### src/rtl/multiplier_32b_reg_pp.sv
// multiplier_32b_reg_pp
//   Unsigned 32x32 -> 64-bit multiplier with a single output register
//   (one clock of latency, one product per cycle).
//   The 32 partial products are reduced by a balanced binary adder tree
//   in one cycle and captured into the output register.
//
// Ports:
//   iClk    clock, rising edge
//   iRstN   synchronous active-low reset (clears oData)
//   iEn     1 = capture new product, 0 = hold
//   iClr    synchronous clear of oData (wins over iEn)
//   iData0  operand A, unsigned 32-bit
//   iData1  operand B, unsigned 32-bit
//   oData   registered product A*B, unsigned 64-bit
module multiplier_32b_reg_pp (
  input  logic                 iClk,
  input  logic                 iRstN,
  input  logic                 iEn,
  input  logic                 iClr,
  input  logic [32-1:0]        iData0,
  input  logic [32-1:0]        iData1,
  output logic [64-1:0]        oData
);

  localparam int unsigned OpW    = 32;
  localparam int unsigned ProdW  = 2 * OpW;
  // Heap-ordered tree: leaves at [OpW-1 .. 2*OpW-2], root at [0].
  localparam int unsigned NumNodes = 2 * OpW - 1;
  localparam int unsigned FirstLeaf = OpW - 1;

  logic [ProdW-1:0] treeNode [NumNodes];
  logic [ProdW-1:0] productC;

  // Partial-product generation followed by pairwise reduction to the root.
  always_comb begin
    for (int i = 0; i < int'(NumNodes); i++) begin
      treeNode[i] = '0;
    end
    for (int k = 0; k < int'(OpW); k++) begin
      treeNode[int'(FirstLeaf) + k] = iData1[k] ? (ProdW'(iData0) << k) : '0;
    end
    for (int n = int'(FirstLeaf) - 1; n >= 0; n--) begin
      treeNode[n] = treeNode[2 * n + 1] + treeNode[2 * n + 2];
    end
    productC = treeNode[0];
  end

  // Output register: reset, then clear, then enable, else hold.
  always_ff @(posedge iClk) begin
    if (!iRstN) begin
      oData <= '0;
    end else if (iClr) begin
      oData <= '0;
    end else if (iEn) begin
      oData <= productC;
    end
  end

endmodule

### config.mk
export PLATFORM = sky130hd
export DESIGN_NAME = multiplier_32b_reg_pp
export DESIGN_NICKNAME = d
export VERILOG_FILES = /design/src/rtl/multiplier_32b_reg_pp.sv
export SDC_FILE = /design/constraint.sdc
export NUM_CORES = 2
export LEC_CHECK = 0
export ABC_AREA = 1
export BUFFER_PORTS_ARGS = -buffer_cell sky130_fd_sc_hd__buf_2
export CELL_PAD_IN_SITES_DETAIL_PLACEMENT = 1
export CELL_PAD_IN_SITES_GLOBAL_PLACEMENT = 2
export CORE_MARGIN = 1
export CORE_UTILIZATION = 32
export DETAILED_ROUTE_END_ITERATION = 8
export PLACE_DENSITY_LB_ADDON = 0.1
export SYNTH_ARGS = -nofsm -noshare
export SYNTH_HDL_FRONTEND = slang
export SYNTH_SLANG_ARGS = --single-unit
export TNS_END_PERCENT = 30
### constraint.sdc
create_clock -name iClk -period 7.5 [get_ports iClk]
set_input_delay 0.75 -clock iClk [delete_from_list [all_inputs] [get_ports iClk]]
set_output_delay 0.75 -clock iClk [all_outputs]
set_load 0.02 [all_outputs]
After elaboration in Yosys (flattened, before gate mapping)
Index checks and enable logic that the tools add are counted.
W data, S select, Z words.
{ "word_totals": {"out_inout_bits": 64, "word_cells": 66, "latchBits": 0, "mem_bits_ro": 0, "ramBits": 0, "n_memories": 0, "reg_bits": 64, "input_bits": 68} }
{ "op_classes": {"n_reduce_logical": 1, "n_div": 0, "mux": 32, "order_cmp": 0, "eq_ne": 0, "n_mul": 0, "shifts": 0, "bitwise_logic": 1, "addsub": 31} }
{ "ops": {"columns": ["operator", "n"], "rows": [
  ["$add A64 B64 Y64", 15],
  ["$add A62 B63 Y64", 1],
  ["$mux W63", 1],
  ["$add A60 B61 Y62", 1],
  ["$mux W62", 1],
  ["$mux W61", 1],
  ["$add A58 B59 Y60", 1],
  ["$mux W60", 1],
  ["$mux W59", 1],
  ["$add A56 B57 Y58", 1],
  ["$mux W58", 1],
  ["$mux W57", 1],
  ["$add A54 B55 Y56", 1],
  ["$mux W56", 1],
  ["$mux W55", 1],
  ["$add A52 B53 Y54", 1],
  ["$mux W54", 1],
  ["$mux W53", 1],
  ["$add A50 B51 Y52", 1],
  ["$mux W52", 1],
  ["$mux W51", 1],
  ["$add A48 B49 Y50", 1],
  ["$mux W50", 1],
  ["$mux W49", 1],
  ["other kinds (27)", 27]
]} }

Logic depth before layout (Yosys ltp)
{ "logic_depth": {"depth_word": 6, "mapped_depth": 43} }

Worst setup path after synthesis
Ideal clock, no wire load.
{ "synth_timing": {"kind": "input-to-reg", "start": "input iData1[13]", "end": "register oData[61]", "n_path_buf": 1, "slack_ns": 0.377, "setup_ns": 0.109, "arrival_ns": 7.014, "path_stages": 36, "cell_sequence": "clkbuf_1 -> nand2_1 -> inv_1 -> ha_1 -> inv_1 -> fa_1 -> o21ai_2 -> a21oi_1 -> o21ai_2 -> nand2_1 -> nand2_1 -> nand2_1 -> nand3_1 -> nand2_1 -> fa_1 -> inv_1 -> fa_1 -> fa_1 -> inv_1 -> fa_1 -> fa_1 -> inv_1 -> fa_1 -> inv_1 -> ha_1 -> nand2_1 -> nor2_1 -> nand2_1 -> inv_1 -> nand2_1 -> nor2_1 -> nand2_2 -> nand3_1 -> nand3_1 -> nand2_1 -> inv_1"} }
{ "synth_via": {"elab_chain_cells": 6} }
{ "synth_rtl": {"columns": ["item", "line_no", "text"], "rows": [
  ["start, declared", "21", "input logic [32-1:0] iData1,"],
  ["$mux W45", "40", "treeNode[int'(FirstLeaf) + k] = iData1[k] ? (ProdW'(iData0) << k) : '0;"],
  ["$add A44 B45 Y46", "43", "treeNode[n] = treeNode[2 * n + 1] + treeNode[2 * n + 2];"],
  ["$add A64 B64 Y64 (4 in series)", "43", null],
  ["end signal, assigned", "55", "oData <= productC;"],
  ["end, declared", "22", "output logic [64-1:0] oData"]
]} }
No other way between the ends.
A chain may end at the register's enable or synchronous reset.

Worst setup path in the final report
{ "layout_timing": {"start": "input iData0[14]", "end": "register oData[39]"} }
{ "layout_via": {"elab_chain_cells": 6, "word_cells_on_any_way": 53, "classes_between": "27 x add/sub; 26 x mux"} }
{ "layout_rtl": {"columns": ["item", "line_no", "text"], "rows": [
  ["start, declared", "20", "input logic [32-1:0] iData0,"],
  ["$mux W56 (tied with other cells)", "40", null],
  ["$add A56 B57 Y58 (tied with other cells)", "43", null],
  ["$add A64 B64 Y64 (3 in series)", "43", null],
  ["$add A64 B64 Y64 (*)", "43", null]
]} }
Mark *: on every way between the ends. The rest lies on a longest branch, timed or not.

==> metrics.md <==
| Metric | Value |
|---|---|
| Via/cell ratio | roughly 5 |
| Clock transition at path regs | around 0.07 ns |
| Synth unique cells | 49 |
| Final Slew Violations | 0 |
| Hold WC Path Type | flop to flop |
| Slowest stage delay, CP | 0.62 ns |
| Async S/R FF share, synth | 0% |
| Antenna Nets Post-Route | 0 |
| Setup TNS | -0.0484 ns |
| Largest registers | oData: 64 flops |
| Largest register FFs | 64 |
| Number of H-tree levels | 3 |
| Crit path arrival time | 7.78 ns |
| Worst setup SP type | input port |
| Routability cong. | 1.00 |
| Failing checks | setup timing |
| Post-route DRC | 0 |
| Core Box Area | 168000 µm² |
| Share of layout cells above drive strength 1 | 31.3% |
| Final wirelength | 309000 µm |
| Clk_skew | 0 ns |
| Initial antenna violation count | 23 |
| Setup Viol. Count Final | 2 |
| Sink Count | 64 |
| Tmin final | 7.53 ns |
| Synthesized area | 54300 µm² |
| Final Instance Area | 82000 µm² |
| Critical Path RT | slightly below 8 ns |
| Fin crit share | 100% |
| PnR worst setup slack | -0.0295 ns |
| Sequential share of the synthesized area | under 10% |
| EDFF count, synth | 0 |
| Initial DRC count | 3693 |
| Final-report hold violation count | 0 |
| Grt total ovfl | 0 |
| Hold_buf cts | 0 |
| Max_cap viols | 0 |
| Crit. End Element | flop |
| Most frequent CP cell | fa_1 |
| Die Height | 414 µm |
| Critical path peak fanout | 9 |
| Post-layout net count | 12.6k |
| Status | complete, but fails checks |
| Fillcell total | 22.2k |
| Area added between synthesis and finish | 50.9% |
| Largest cells by area after synthesis | nand2_1, fa_1, inv_1, ha_1, a21oi_1 |
| Worst Tran Pin Value | 1.12 ns |
| Synth Register Bits | 64 |
| Root buffer cell | clkbuf_16 |
| Largest net degree at the start of global routing | 66 |
| Drt pass-1 iters | 7 |
| I/O pins | 132 |
| GRT Overall Usage | 34.5% |
| Yosys top cell by area | nand2_1 |
| Clock Tree Buf Depth | 2 |
| Clock latency on the worst-skew pair | 0.35 ns |
| Warnings, synthesis | 0 |
| Synth Flop Type | dfxtp_1 |
| IO buf count | between 100 and 150 |
| Initial core utilization | 32.4% |
| Top reg by flops | oData |
| Top cell type's share of synthesized area | 18.7% |
| Placement Cell Area | 74500 µm² |
| Via Count | 67.6k |
| DIE AREA | between 150000 and 200000 µm² |
| Slowest CP cell | fa_1 |
| Vias in the first global route | 70.2k |
| WS Path Type | input port to flop |
| Number of buffers created by CTS | 9 |
| Die W | roughly 410 µm |
| Mapped Cells | 9214 |
| Syn nets | about 10k |
| Average wire per standard cell | 22.6 µm |
| Clock tree from TritonCTS | built |
| Mean Syn Cell Area | 5.89 µm² |
| Cell row count | 150 |
| Hold WS | between 0.4 and 0.5 ns |
| RSZ-0062 raised after global routing | true |
| Global-route wire length before repair | roughly 440000 µm |
| Rel. slew slack | 25.3% |
| Highest clock rate | 0.133 GHz |
| Dpl hpwl | 268000 µm |
-- critical path, delay by kind of cell --
kind	cells	cell delay [ns]
fa+ha+maj	8	3.87
xor+xnor	1	0.14
simple gates	9	0.68
buf+inv	13	1.27
compound gates	6	1.04
-- synth_stat cells, types with 16 or more instances --
cell / n
nand2_1: 2702
inv_1: 2274
nor2_1: 733
ha_1: 627
a21oi_1: 579
fa_1: 497
o21ai_0: 306
nand3_1: 289
xor2_1: 217
clkbuf_1: 207
xnor2_1: 149
nor3_1: 87
dfxtp_1: 64
nand4_1: 63
o21bai_1: 50
a21o_1: 46
a31oi_1: 43
o21a_1: 41
o21ai_2: 39
nand3b_1: 26
o211ai_1: 22
a21boi_0: 18
nor4_1: 18
o21ai_1: 18
nor2_2: 16
-- area by class of cell --
type | count | area, µm² | share of cell area, %
multi-input cells | 6661 | 49200 | 60.1
diodes | 6 | 15.0 | 0.0183
clock inverters | 7 | 76.3 | 0.0931
clock buffers | 9 | 225 | 0.275
flip-flops and latches | 64 | 1280 | 1.56
well taps | 2204 | 2760 | 3.36
repair buffers | 2445 | 19800 | 24.2
inverters | 2276 | 8550 | 10.4
-- path summary, 6_finish.rpt --
check | from | to | slack [ns] | cells past startpoint
setup / recovery | iData0[14] | oData[39] | -0.03 | 37
hold / removal | oData[9] | oData[9] | 0.47 | 2
setup reg to reg | oData[60] | oData[60] | 6.46 | 4
hold reg to reg | oData[9] | oData[9] | 0.47 | 2
-- per-layer routing --
metal  GRT usage, %  wire length (µm)  vias up
met2           58.7            146000     1357
met1           45.8            137000    33535
met3           2.31             13900      353
li1               -                 -    32377
met5              0                23        -
met4           11.9             12900        4
-- per-stage QoR --
| step | setup slack [ns] | std cells | util, % |
|---|---|---|---|
| floorplan | 0.377 | 9214 | - |
| global placement | -1.22 | 13541 | 44.4 |
| detailed placement | -1.33 | 13541 | 44.4 |
| CTS | -0.0151 | 13596 | 46.0 |
| global route | -0.226 | 13670 | 48.8 |
| finish | -0.0295 | 13672 | 48.8 |
-- cells by family after synthesis --
group	Yosys count	synth area share, %
AOI/OAI and AO/OA	1198	12.5
xor gates and xnor gates	366	5.90
adders and majority gates	1124	32.8
buffers and inverters	2489	17.2
DFF	64	2.36
and+or+nand+nor	3973	29.3
-- cells in the final DEF (no fill, tap or decap), types with 105 or more instances in the layout --
cell and instances:
a21oi_1 394, a21oi_2 165, buf_2 105, buf_4 2173, fa_1 419, ha_1 451
ha_4 147, inv_1 2200, nand2_1 2483, nand2_2 197, nand3_1 251, nor2_1 626
o21ai_0 207, xnor2_1 116, xor2_1 190
-- what timing repair did --
item,in CTS,in global routing
endpoints found under the setup margin,46,47
hold endpoints to repair,0,0
resized for setup,507,944
cloned,2,9
pin swaps,150,327
buffers inserted,39,63
Power is not shown: default switching activity piles up to over one toggle a cycle in this logic, so the estimate is an artifact.
